==> src/rtl/time_uart_send.sv <==
// Serialises a latched BCD time as ASCII "HH<sep>MM<sep>SS[CR LF]" into a byte-wide UART transmitter.
// One byte per tx_en strobe; the next byte starts 2 cycles after tx_done, and the block stalls while tx_busy is high.
module time_uart_send #(
  parameter logic [7:0] SEP_CHAR = 8'h3A,
  parameter int         EOL_EN   = 1
) (
  input  logic       Clk,
  input  logic       Rst_n,
  input  logic       send_req,
  input  logic [7:0] hour,
  input  logic [7:0] min,
  input  logic [7:0] sec,
  input  logic       tx_busy,
  input  logic       tx_done,
  output logic       tx_en,
  output logic [7:0] tx_data,
  output logic       busy,
  output logic       done
);

  localparam logic [3:0] LAST_IDX = (EOL_EN != 0) ? 4'd9 : 4'd7;

  typedef enum logic [1:0] {
    IDLE = 2'd0,
    SEND = 2'd1,
    WAIT = 2'd2
  } state_t;

  state_t     state_q, state_d;
  logic [3:0] idx_q, idx_d;
  logic [7:0] hour_q, hour_d;
  logic [7:0] min_q, min_d;
  logic [7:0] sec_q, sec_d;
  logic       tx_en_q, tx_en_d;
  logic [7:0] tx_data_q, tx_data_d;
  logic       busy_q, busy_d;
  logic       done_q, done_d;
  logic [7:0] cur_byte;

  // Non-decimal nibbles are shown as '?' so corrupt BCD is visible on the wire.
  function automatic logic [7:0] digit_ascii(input logic [3:0] nib);
    if (nib <= 4'd9) begin
      digit_ascii = 8'h30 + {4'h0, nib};
    end else begin
      digit_ascii = 8'h3F;
    end
  endfunction

  always_comb begin
    cur_byte = 8'h00;
    case (idx_q)
      4'd0:    cur_byte = digit_ascii(hour_q[7:4]);
      4'd1:    cur_byte = digit_ascii(hour_q[3:0]);
      4'd2:    cur_byte = SEP_CHAR;
      4'd3:    cur_byte = digit_ascii(min_q[7:4]);
      4'd4:    cur_byte = digit_ascii(min_q[3:0]);
      4'd5:    cur_byte = SEP_CHAR;
      4'd6:    cur_byte = digit_ascii(sec_q[7:4]);
      4'd7:    cur_byte = digit_ascii(sec_q[3:0]);
      4'd8:    cur_byte = 8'h0D;
      4'd9:    cur_byte = 8'h0A;
      default: cur_byte = 8'h00;
    endcase
  end

  always_comb begin
    state_d   = state_q;
    idx_d     = idx_q;
    hour_d    = hour_q;
    min_d     = min_q;
    sec_d     = sec_q;
    tx_en_d   = 1'b0;
    tx_data_d = tx_data_q;
    busy_d    = busy_q;
    done_d    = 1'b0;
    case (state_q)
      IDLE: begin
        // A request coinciding with the completion pulse belongs to the old frame and is dropped.
        if (send_req && !done_q) begin
          hour_d  = hour;
          min_d   = min;
          sec_d   = sec;
          idx_d   = 4'd0;
          busy_d  = 1'b1;
          state_d = SEND;
        end
      end
      SEND: begin
        if (!tx_busy) begin
          tx_en_d   = 1'b1;
          tx_data_d = cur_byte;
          state_d   = WAIT;
        end
      end
      WAIT: begin
        if (tx_done) begin
          if (idx_q == LAST_IDX) begin
            done_d  = 1'b1;
            busy_d  = 1'b0;
            idx_d   = 4'd0;
            state_d = IDLE;
          end else begin
            idx_d   = idx_q + 4'd1;
            state_d = SEND;
          end
        end
      end
      default: begin
        state_d = IDLE;
        idx_d   = 4'd0;
        busy_d  = 1'b0;
      end
    endcase
  end

  always_ff @(posedge Clk or negedge Rst_n) begin
    if (!Rst_n) begin
      state_q   <= IDLE;
      idx_q     <= 4'd0;
      hour_q    <= 8'h00;
      min_q     <= 8'h00;
      sec_q     <= 8'h00;
      tx_en_q   <= 1'b0;
      tx_data_q <= 8'h00;
      busy_q    <= 1'b0;
      done_q    <= 1'b0;
    end else begin
      state_q   <= state_d;
      idx_q     <= idx_d;
      hour_q    <= hour_d;
      min_q     <= min_d;
      sec_q     <= sec_d;
      tx_en_q   <= tx_en_d;
      tx_data_q <= tx_data_d;
      busy_q    <= busy_d;
      done_q    <= done_d;
    end
  end

  assign tx_en   = tx_en_q;
  assign tx_data = tx_data_q;
  assign busy    = busy_q;
  assign done    = done_q;

endmodule

==> config.mk <==
export PLATFORM = sky130hd
export DESIGN_NAME = time_uart_send
export DESIGN_NICKNAME = d
export VERILOG_FILES = /design/src/rtl/time_uart_send.sv
export SDC_FILE = /design/constraint.sdc
export NUM_CORES = 1
export LEC_CHECK = 0
export CAP_MARGIN = 25
export CORE_MARGIN = 2
export CORE_UTILIZATION = 50
export DETAILED_ROUTE_END_ITERATION = 10
export PLACE_DENSITY = 0.78
export SETUP_SLACK_MARGIN = 0.3
export SLEW_MARGIN = 30
export SYNTH_ARGS = -nofsm -noshare
export SYNTH_HDL_FRONTEND = slang
export SYNTH_SLANG_ARGS = --single-unit
==> constraint.sdc <==
create_clock -name Clk -period 2.5 [get_ports Clk]
set_clock_uncertainty 0.1 [all_clocks]
set_input_delay 0.5 -clock Clk [delete_from_list [all_inputs] [get_ports Clk]]
set_output_delay 0.5 -clock Clk [all_outputs]
set_load 0.01 [all_outputs]
* Word level (Yosys, flattened, before mapping) *
Cells that the tools add are included.
W data, S select, Z words.

word-level totals
  bits in registers = 41
  latch bits = 0
  RAM bits = 0
  memory bits (read-only) = 0
  output and inout bits = 11
  word-level logic and storage cells = 74
  memories = 0

operators by class
  $add $sub $neg = 7
  multipliers = 0
  div/mod/pow operators = 0
  $lt $le $gt $ge = 6
  equality and inequality tests = 15
  shifts and indexed selects = 0
  multiplexer cells = 25
  bitwise gates (word level) = 2
  reductions and logical operators = 10

operator list
  cell                   number
  $pmux W8 S9            1
  $add A6 B4 Y7 const A  6
  $mux W7                6
  $le A4 B4 Y1 const B   6
  $eq A4 B3 Y1 const B   4
  $mux W4                3
  $pmux W4 S3            1
  $mux W1                9
  $eq A4 B2 Y1 const B   2
  $eq A4 B4 Y1 const B   2
  $ne A2 B2 Y1 const B   4
  $mux W2                3
  $pmux W2 S3            1
  $reduce_and A3 Y1      2
  $add A4 B1 Y4 const B  1
  $eq A4 B1 Y1 const B   1
  $logic_not A4 Y1       1
  $reduce_and A2 Y1      2
  $reduce_and A4 Y1      1
  $pmux W1 S3            1
  $eq A2 B1 Y1 const B   1
  $eq A2 B2 Y1 const B   1
  $logic_not A2 Y1       1
  $not A1 Y1             2
  other kinds (3)        3

* Longest topological paths before layout *
Gate-level depths: netlist of run 1.

  word-level depth = 4
  mapped depth = 6
  gate-level depth less buffers = 5

* Worst setup path before layout of run 1 *
Ideal clock, no wire load.

  path kind = input -> register
  start point = input send_req
  end point = register hour_q[0]
  setup time = 0.125 ns
  arrival = 1.419 ns
  setup slack = 0.856 ns
  stages = 5
  cells stage by stage = nor3b_2 -> and2b_1 -> buf_6 -> buf_12 -> mux2_4

on the way
  cells in the longest elaborated chain, start to end = 2

ends and longest elaborated chain
  element                      line  text
  start, declared              9     input logic send_req,
  $logic_and A1 B1 Y1          79    if (send_req && !done_q) begin
  $reduce_and A2 Y1 (no line)  --
  end signal, assigned         130   hour_q <= hour_d;
  end, declared                31    logic [7:0] hour_q, hour_d;

No other way between the ends.
A chain may end at the register's enable or synchronous reset.

* Final worst setup path of run 1 *
  start point = register busy_q, in the netlist busy
  end point = output busy

RTL lines
  element                 line  text
  start, declared         36    logic busy_q, busy_d;
  start signal, assigned  135   busy_q <= busy_d;
  end, declared           17    output logic busy,

No word-level cell between the ends.

==> summary.md, run 1 <==
| Metric | Value |
|---|---|
| Outcome | complete, no violations |
| Die area | 4540 um^2 |
| Avg WL per Cell | 14.8 um |
| Clk_lat worst skew | 0.29 ns |
| Cell Chain, Critical Path | clkdlybuf4s50_1 |
| Worst path top cell family by delay | buffers and inverters |
| CP bufs+invs | 1 |
| H-tree levels | 2 |
| Synthesized area per cell | 11.4 um^2 |
| Ys flop type | dfrtp_1 |
| Vias per inst | 5.76 |
| PD cells | 1190 nW/um^2 |
| 1st-pass router iterations | 5 |
| Max-slew headroom | 61.2% |
| VDD IR-drop max | 606 uV |
| Synth cell count leaders | 38 x dfrtp_1, 20 x mux2_4, 14 x a21oi_1, 11 x o21ai_0, 10 x nand2_1 |
| Hold Crit Depth | 2 |
| Clk pin slew, worst setup/hold paths | 0.07 ns |
| CTS tree | yes |
| Chip Height | 67.4 um |
| Post-DP HPWL | 2750 um |
| Num ports | 40 |
| Top cell type's share of synthesized area | 47.3% |
| Hold Path Class | reg2reg |
| Yosys top cell by area | dfrtp_1 |
| Post-CTS setup buffers | 0 |
| Max incr delay on CP | 0.54 ns |
| Worst setup EP type | output pin |
| Hold Vio Cnt, Final | 0 |
| Via count | 1515 |
| Crit path max fanout | 3 |
| Post-CTS Resized | 0 |
| Final wirelength | 3890 um |
| CTS Buf Count | 5 |
| Synthesis-stage register bit count | 38 |
| Worst path arrival time | 1.21 ns |
| Seq/Total Area, Yosys | 47.3% |
| Initial antenna violation count | 0 |
| Hold path endpoint | tx_data[0] |
| DRT iter0 DRCs | 113 |
| Largest net degree at the start of global routing | 39 |
| CTS hold repair buffers | 0 |
| F_max | 553 MHz |
| Crit path kind | reg2out |
| Top cells by area, synth | dfrtp_1 47%, mux2_4 15%, a21oi_1 3.5%, o21ai_0 2.7%, mux2_2 2.2% |
| Leak | 1.06 nW |
| Worst-margin pin slew | 0.582 ns |
| Row cnt | 23 |
| Unrepaired setup endpoints after global routing | false |
| Diode count | 0 |
| Most common cell in the netlist | dfrtp_1 |
| Maxcap violations | 0 |
| PortBufs | 37 |
| Final period utilization | 72.3% |
| Global-route wire length before repair | 6580 um |
| Slew Limit Fails | 0 |
| Cells after synthesis | 177 |
| Startpoint Class | register |
| Hold_sp | tx_data[0] |
| R2R depth | 4 |
| Power Total | 2.98 mW |
| Die W | 67.4 um |
| Area grow syn2layout | 24.8% |
| Synth Warn # | 0 |
| Post-route ant nets | 0 |
| Gr ovfl total | 0 |
| Cell variety after synth | 43 |
| Fin crit period | 1.81 ns |
| Root buf cell | clkbuf_8 |
| Worst Path Required | 1.90 ns |
| Longest Clk Path Bufs | 2 |
| Worst R2R Setup Slack | 0.71 ns |
| Number of synthesized flops with an enable pin | 0 |
| Slowest CP cell | clkdlybuf4s50_1 |
| Share of layout cells above drive strength 1 | 19.7% |
| Reg2Reg Capture Point | tx_data[2] |
| FF-to-FF Start | idx_q[2] |
| Vias in the first global route | 1387 |
| DRC viols | 0 |
| Core ar. | 3940 um^2 |
| Initial cell density of the core | 51.0% |
| Final net count | 241 |
| GRT Total Usage | 19.6% |
| Routability congestion estimate | 0.860 |
| Num Clock Sinks | 38 |
| Final setup viols | 0 |
| Synth Cell Area | 2010 um^2 |
| Setup TNS Final | 0 ns |
| Post-synth ARST share | 100% |
==> per-stage QoR <==
stage	worst slack [ns]	cell area (um^2)	cells	util, %	hold WS, ns
6_report	0.692	2510	263	63.7	0.393
2_1_floorplan	0.856	2010	178	-	0.104
5_1_grt	0.599	2510	263	63.7	0.436
3_3_place_gp	0.410	2370	255	60.0	0.391
4_1_cts	0.676	2510	263	63.7	0.400
3_5_place_dp	0.383	2370	255	60.0	0.378
==> registers in the layout, indices dropped and copies added (netlist names) <==
register / flops
sec_q: 8
idx_q: 4
tx_data: 5
hour_q: 8
busy: 1
done: 1
tx_en: 1
min_q: 8
state_q: 2
==> cell usage in the layout, fill, tap and decap left out, types with 3 or more instances in the layout <==
cell type | netlist | routed
a211oi_1 | 5 | 5
a21oi_1 | 14 | 14
a22oi_1 | 3 | 3
clkbuf_8 | 0 | 6
clkdlybuf4s50_1 | 0 | 37
dfrtp_1 | 38 | 38
inv_1 | 4 | 4
mux2_2 | 4 | 4
mux2_4 | 20 | 20
nand2_1 | 10 | 10
nor2_1 | 7 | 7
nor3_1 | 4 | 4
o21ai_0 | 11 | 11
o21ai_1 | 5 | 5
o22ai_1 | 3 | 3
o32ai_1 | 3 | 3
==> power breakdown <==
| group | switching (mW) | total, mW | internal [mW] |
|---|---|---|---|
| logic | 0.449 | 1.16 | 0.710 |
| clock network | 0.209 | 0.634 | 0.425 |
| registers | 0.295 | 1.19 | 0.891 |
==> kinds of logic after synthesis <==
group	Yosys count	synth area share, %
AO/OA/AOI/OAI	59	19.2
buffers and inverters	19	6.84
flip-flops	38	47.3
multiplexers	24	17.2
other	1	0.187
AND/OR/NAND/NOR	36	9.27
==> worst max path at each step <==
stage                end  slack, ns     start  cells after the start
5_1_grt             busy       0.60  idx_q[0]                      4
3_3_place_gp   hour_q[3]       0.41  send_req                      5
4_1_cts             busy       0.68      busy                      1
3_5_place_dp   hour_q[3]       0.38  send_req                      5
6_report            busy       0.69      busy                      1
2_1_floorplan  hour_q[0]       0.86  send_req                      5
==> final cells by class <==
class	instances	area [um^2]
fill	324	1430
sequential	38	951
multi-input combinational	121	926
timing repair buffer	40	405
clock buffer	6	82.6
tap	50	62.6
clock inverter	2	60.1
inverter	6	22.5
==> per-layer routing <==
metal | track usage (%) | vias up | routed length (um)
met4 | 7.65 | 0 | 65
met5 | 0 | - | 0
li1 | - | 717 | -
met2 | 29.8 | 62 | 1830
met3 | 4.83 | 7 | 270
met1 | 26.9 | 729 | 1730
No activity file was read; power rests on OpenSTA's default activity.
==> run 2, diff against run 1 <==
- CORE_UTILIZATION: 50 -> 46
- PLACE_DENSITY: 0.78 -> 0.75
- clock period: 2.5 -> 1.55 ns (I/O delays scaled with it)
==> summary.md, run 2 (same netlist as run 1, synthesis figures left out) <==
| Metric | Value |
|---|---|
| Unrepaired setup endpoints after global routing | true (was false) |
| Crit path max fanout | 12 (was 3) |
| Final net count | 283 (was 241) |
| Failing checks | setup timing |
| CP bufs+invs | 1 (unchanged) |
| Crit path kind | reg2reg (was reg2out) |
| Chip Height | 70.1 um (was 67.4 um) |
| Core ar. | 4290 um^2 (was 3940 um^2) |
| Final core area utilization | 71.5% (was 63.7%) |
| Via count | 1731 (was 1515) |
| H-tree levels | 2 (unchanged) |
| Cell Chain, Critical Path | nor3b_2 > and2b_2 > buf_12 > mux2_2 (was clkdlybuf4s50_1) |
| WL met2 | 2620 um (was 1830 um) |
| GRT Total Usage | 22.4% (was 19.6%) |
| DRT iter0 DRCs | 144 (was 113) |
| Fill cells | 301 (was 324) |
| Avg WL per Cell | 17.2 um (was 14.8 um) |
| Worst setup startpoint | state_q[0] (was busy) |
| PortBufs | 37 (unchanged) |
| Largest net degree at the start of global routing | 25 (was 39) |
| Longest Clk Path Bufs | 2 (unchanged) |
| Area grow syn2layout | 52.7% (was 24.8%) |
| Die W | 70.1 um (was 67.4 um) |
| Largest regs | hour_q (8), min_q (8), sec_q (8) (unchanged) |
| Leak | 1.34 nW (was 1.06 nW) |
| Maxcap violations | 0 (unchanged) |
| Initial cell density of the core | 46.8% (was 51.0%) |
| Most frequent cells in the layout | 34 x dfrtp_1, 29 x buf_4, 25 x clkdlybuf4s50_1 (was 38 x dfrtp_1, 37 x clkdlybuf4s50_1, 20 x mux2_4) |
| Num Clock Sinks | 38 (unchanged) |
| Routed met3 length | 281 um (was 270 um) |
| Post-route ant nets | 0 (unchanged) |
| Global-route wire length before repair | 8540 um (was 6580 um) |
| Gr ovfl total | 0 (unchanged) |
| Slew Limit Fails | 0 (unchanged) |
| Pre-CTS setup slack | -0.402 ns (was 0.383 ns) |
| Row cnt | 24 (was 23) |
| Final wirelength | 5260 um (was 3890 um) |
| Root buf cell | clkbuf_8 (unchanged) |
| VDD IR-drop max | 937 uV (was 606 uV) |
| Hold Vio Cnt, Final | 0 (unchanged) |
| Power Total | 5.47 mW (was 2.98 mW) |
| Commonest non-fill, non-tap cell in the layout | dfrtp_1 (unchanged) |
| Initial antenna violation count | 0 (unchanged) |
| DRC viols | 0 (unchanged) |
| Worst path top cell family by delay | simple AND/OR/NAND/NOR gates (was buffers and inverters) |
| Worst setup EP type | register (was output pin) |
| Finished Layout Cells | 306 (was 263) |
| F_max | 628 MHz |
| Worst path arrival time | 1.67 ns (was 1.21 ns) |
| Post-DP HPWL | 3250 um (was 2750 um) |
| PD cells | 1780 nW/um^2 (was 1190 nW/um^2) |
| Num ports | 40 (unchanged) |
| Vias in the first global route | 1785 (was 1387) |
| 1st-pass router iterations | 4 (was 5) |
| Uppermost layer routed | met4 (unchanged) |
| Startpoint Class | register (unchanged) |
| Hold_sp | tx_busy (was tx_data[0]) |
| Max incr delay on CP | 0.41 ns (was 0.54 ns) |
| Share of layout cells above drive strength 1 | 53.5% (was 19.7%) |
| Final setup viols | 24 (was 0) |
| Fin crit period | 1.59 ns |
| CTS tree | yes (unchanged) |
| Clk pin slew, worst setup/hold paths | 0.07 ns (about the same) |
| Worst Path Required | 1.63 ns (was 1.90 ns) |
| Routability congestion estimate | 0.865 (was 0.860) |
| Final period utilization | 103% |
| Diode count | 0 (unchanged) |
| Setup ws final | -0.0414 ns (was 0.692 ns) |
| FF-to-FF Start | state_q[0] (was idx_q[2]) |
| CTS Buf Count | 5 (unchanged) |
| Slowest CP cell | dfrtp_1 (was clkdlybuf4s50_1) |
| Die area | 4920 um^2 (was 4540 um^2) |
| Hold Path Class | in2reg (was reg2reg) |
| Clk_lat worst skew | 0.29 ns (about the same) |
| Outcome | complete, but fails checks (was complete, no violations) |
| Met1 Wirelength | 2200 um (was 1730 um) |
| Inst Count DP | 276 (was 255) |
| Vias per inst | 5.66 (was 5.76) |
==> run 2: final timing paths <==
kind / to / slack [ns] / cells after the start
max: hour_q[6] / -0.04 / 4
min: state_q[0] / 0.36 / 4
max reg2reg: hour_q[6] / -0.04 / 4
min reg2reg: tx_data[0] / 0.39 / 2
max in group asynchronous: idx_q[3] / 0.49 / 3
min in group asynchronous: tx_data[1] / 0.39 / 2
==> run 2: worst register-to-register path, cell delays in order, from the launching register on <==
cell     delay, ns
dfrtp_1       0.41
nor3b_2       0.19
and2b_2       0.25
buf_12        0.18
mux2_2        0.35
==> run 2: metal layers <==
| metal | vias to the layer above | GRT usage (%) |
|---|---|---|
| met5 | - | 0 |
| met4 | 0 | 10.3 |
| met3 | 19 | 4.76 |
| met2 | 65 | 37.2 |
| met1 | 843 | 27.9 |
| li1 | 804 | - |
==> run 2: through the flow <==
stage                     hold slack [ns]  cell area, um^2  setup TNS (ns)
after floorplan                   -0.0856             2060          -0.676
after global placement              0.175             2550           -9.23
after detailed placement            0.185             2550          -10.38
after CTS                           0.399             2870          -0.977
after global routing                0.377             3070           -1.82
final                               0.360             3070          -0.490
==> run 2: layout make-up <==
| cell class | count | area (um^2) | share of cell area, % |
|---|---|---|---|
| flip-flops and latches | 38 | 956 | 31.1 |
| multi-input cells | 121 | 1190 | 38.9 |
| clock buffers | 7 | 76.3 | 2.49 |
| well taps | 52 | 65.1 | 2.12 |
| inverters | 6 | 30.0 | 0.978 |
| repair buffers | 82 | 749 | 24.4 |
==> run 2: where the power goes <==
group	total (mW)	switching (mW)	internal, mW
clock network	0.639	0.330	0.310
registers	1.90	0.456	1.44
logic	2.93	1.19	1.74
total	5.47	1.98	3.49
==> run 2: what timing repair did <==
item                                    CTS  global route
endpoints found under the setup margin   47            41
resized for setup                        73            40
hold buffers                              1             0
gates cloned                              0             1
buffers inserted                         16             5
endpoints found under the hold margin    18             0
pin swaps                                14            17
==> run 3, diff against run 2 <==
- CORE_UTILIZATION: 46 -> 50
- PLACE_DENSITY: 0.75 -> 0.78
- clock period: 1.55 -> 1.7 ns (I/O delays scaled with it)
==> summary.md, run 3 (same netlist as run 1, synthesis figures left out) <==
| Metric | Value |
|---|---|
| Startpoint Class | register (unchanged) |
| Failing checks | setup timing (unchanged) |
| Slew Limit Fails | 0 (unchanged) |
| Gr ovfl total | 0 (unchanged) |
| Final period utilization | 101% (was 103%) |
| F_max | 584 MHz (was 628 MHz) |
| Routed met3 length | 300 um (was 281 um) |
| Core ar. | 3940 um^2 (was 4290 um^2) |
| PortBufs | 37 (unchanged) |
| VDD IR-drop max | 788 uV (was 937 uV) |
| DRC viols | 0 (unchanged) |
| Final core area utilization | 72.3% (was 71.5%) |
| Worst path arrival time | 1.79 ns (was 1.67 ns) |
| Initial cell density of the core | 51.0% (was 46.8%) |
| Chip Height | 67.4 um (was 70.1 um) |
| R2R depth | 5 (was 4) |
| Commonest non-fill, non-tap cell in the layout | dfrtp_1 (unchanged) |
| Initial antenna violation count | 0 (unchanged) |
| Cell Chain, Critical Path | and2b_2 > buf_12 > buf_12 > buf_12 > mux2_4 (was nor3b_2 > and2b_2 > buf_12 > mux2_2) |
| Vias per inst | 5.70 (was 5.66) |
| Worst Path Required | 1.77 ns (was 1.63 ns) |
| Max incr delay on CP | 0.51 ns (was 0.41 ns) |
| Diode count | 0 (unchanged) |
| Register Area | 955 um^2 (was 956 um^2) |
| Worst R2R Setup Slack | -0.01 ns (was -0.04 ns) |
| Via count | 1631 (was 1731) |
| Outcome | complete, but fails checks (unchanged) |
| Hold_sp | tx_data[4] (was tx_busy) |
| Post-route ant nets | 0 (unchanged) |
| Share of layout cells above drive strength 1 | 33.9% (was 53.5%) |
| Final net count | 266 (was 283) |
| Fin crit period | 1.71 ns (was 1.59 ns) |
| Avg WL per Cell | 17.5 um (was 17.2 um) |
| GRT Total Usage | 24.4% (was 22.4%) |
| Uppermost layer routed | met4 (unchanged) |
| Fill cells | 285 (was 301) |
| Longest Clk Path Bufs | 2 (unchanged) |
| Met1 Wirelength | 2000 um (was 2200 um) |
| Most used cell, CP | buf_12 |
| 1st-pass router iterations | 4 (unchanged) |
| Area grow syn2layout | 41.7% (was 52.7%) |
| Root buf cell | clkbuf_8 (unchanged) |
| Unrepaired setup endpoints after global routing | true (unchanged) |
| PD cells | 1650 nW/um^2 (was 1780 nW/um^2) |
| Hold Path Class | reg2reg (was in2reg) |
| Hold Crit Depth | 1 (was 4) |
| Hold Vio Cnt, Final | 0 (unchanged) |
| Inst Count DP | 263 (was 276) |
| Largest net degree at the start of global routing | 21 (was 25) |
| Maxcap violations | 0 (unchanged) |
| Final setup viols | 6 (was 24) |
| Global-route wire length before repair | 7940 um (was 8540 um) |
| Final wirelength | 5010 um (was 5260 um) |
| Num Clock Sinks | 38 (unchanged) |
| CTS tree | yes (unchanged) |
| Reg2Reg Capture Point | sec_q[4] (was hour_q[6]) |
| H-tree levels | 2 (unchanged) |
| Setup ws final | -0.0133 ns (was -0.0414 ns) |
| Crit path kind | reg2reg (unchanged) |
| Leak | 1.24 nW (was 1.34 nW) |
| Post-DP HPWL | 2970 um (was 3250 um) |
| Multi-input gate area | 1000 um^2 (was 1190 um^2) |
| DRT iter0 DRCs | 85 (was 144) |
| Worst path top cell family by delay | flip-flops (was simple AND/OR/NAND/NOR gates) |
| Vias in the first global route | 1657 (was 1785) |
| Slowest CP cell | dfrtp_1 (unchanged) |
| Most frequent cells in the layout | 35 x dfrtp_1, 26 x clkdlybuf4s50_1, 24 x mux2_4 (was 34 x dfrtp_1, 29 x buf_4, 25 x clkdlybuf4s50_1) |
| Worst setup EP type | register (unchanged) |
| CTS Buf Count | 5 (unchanged) |
| Num ports | 40 (unchanged) |
| Die area | 4540 um^2 (was 4920 um^2) |
| Power Total | 4.70 mW (was 5.47 mW) |
| Routability congestion estimate | 0.905 (was 0.865) |
| Finished Layout Cells | 286 (was 306) |
| FF-to-FF Start | state_q[1] (was state_q[0]) |
| Row cnt | 23 (was 24) |
| Hold path endpoint | tx_data[4] (was state_q[0]) |
| Die W | 67.4 um (was 70.1 um) |
| WL met2 | 2520 um (was 2620 um) |
| Clk pin slew, worst setup/hold paths | 0.07 ns (about the same) |
| Crit path max fanout | 7 (was 12) |
| CP bufs+invs | 3 (was 1) |
| Clk_lat worst skew | 0.29 ns (about the same) |
| Largest regs | hour_q (8), min_q (8), sec_q (8) (unchanged) |
-- run 3: area by class of cell --
class                      instances  share of cell area, %
multi-input combinational        121                   35.2
clock buffer                       6                   2.90
timing repair buffer              65                   25.4
sequential                        38                   33.5
inverter                           6                  0.791
tap                               50                   2.20
-- run 3: power by group --
part,switching (mW),internal [mW]
Sequential,0.433,1.31
Combinational,0.896,1.45
Clock,0.292,0.312
Total,1.62,3.08
-- run 3: worst max path at each step --
stage | from | cells after the start | to
floorplan | state_q[0] | 5 | hour_q[0]
global placement | send_req | 5 | hour_q[3]
detailed placement | send_req | 5 | hour_q[4]
CTS | done | 6 | hour_q[4]
global route | done | 6 | hour_q[0]
finish | state_q[1] | 5 | sec_q[4]
-- run 3: routing by layer --
metal,vias up,global-route usage [%]
met5,-,0
met1,775,28.7
met4,0,13.5
li1,768,-
met3,19,6.00
met2,69,41.0
-- run 3: timing repair --
item	CTS	global route
pin swaps	5	4
hold endpoints to repair	18	0
buffers inserted	11	2
endpoints found under the setup margin	44	42
hold buffers	1	0
gates resized for setup	40	15
cloned	3	0
-- run 3: metrics by stage --
stage	setup TNS (ns)	instance area, um^2	hold slack, ns	setup WS (ns)
2_1_floorplan	0	2020	-0.0556	0.116
3_3_place_gp	-6.32	2430	0.206	-0.260
3_5_place_dp	-6.97	2430	0.205	-0.289
4_1_cts	0	2800	0.397	0.0290
5_1_grt	-0.320	2850	0.430	-0.0572
6_report	-0.0602	2850	0.399	-0.0133
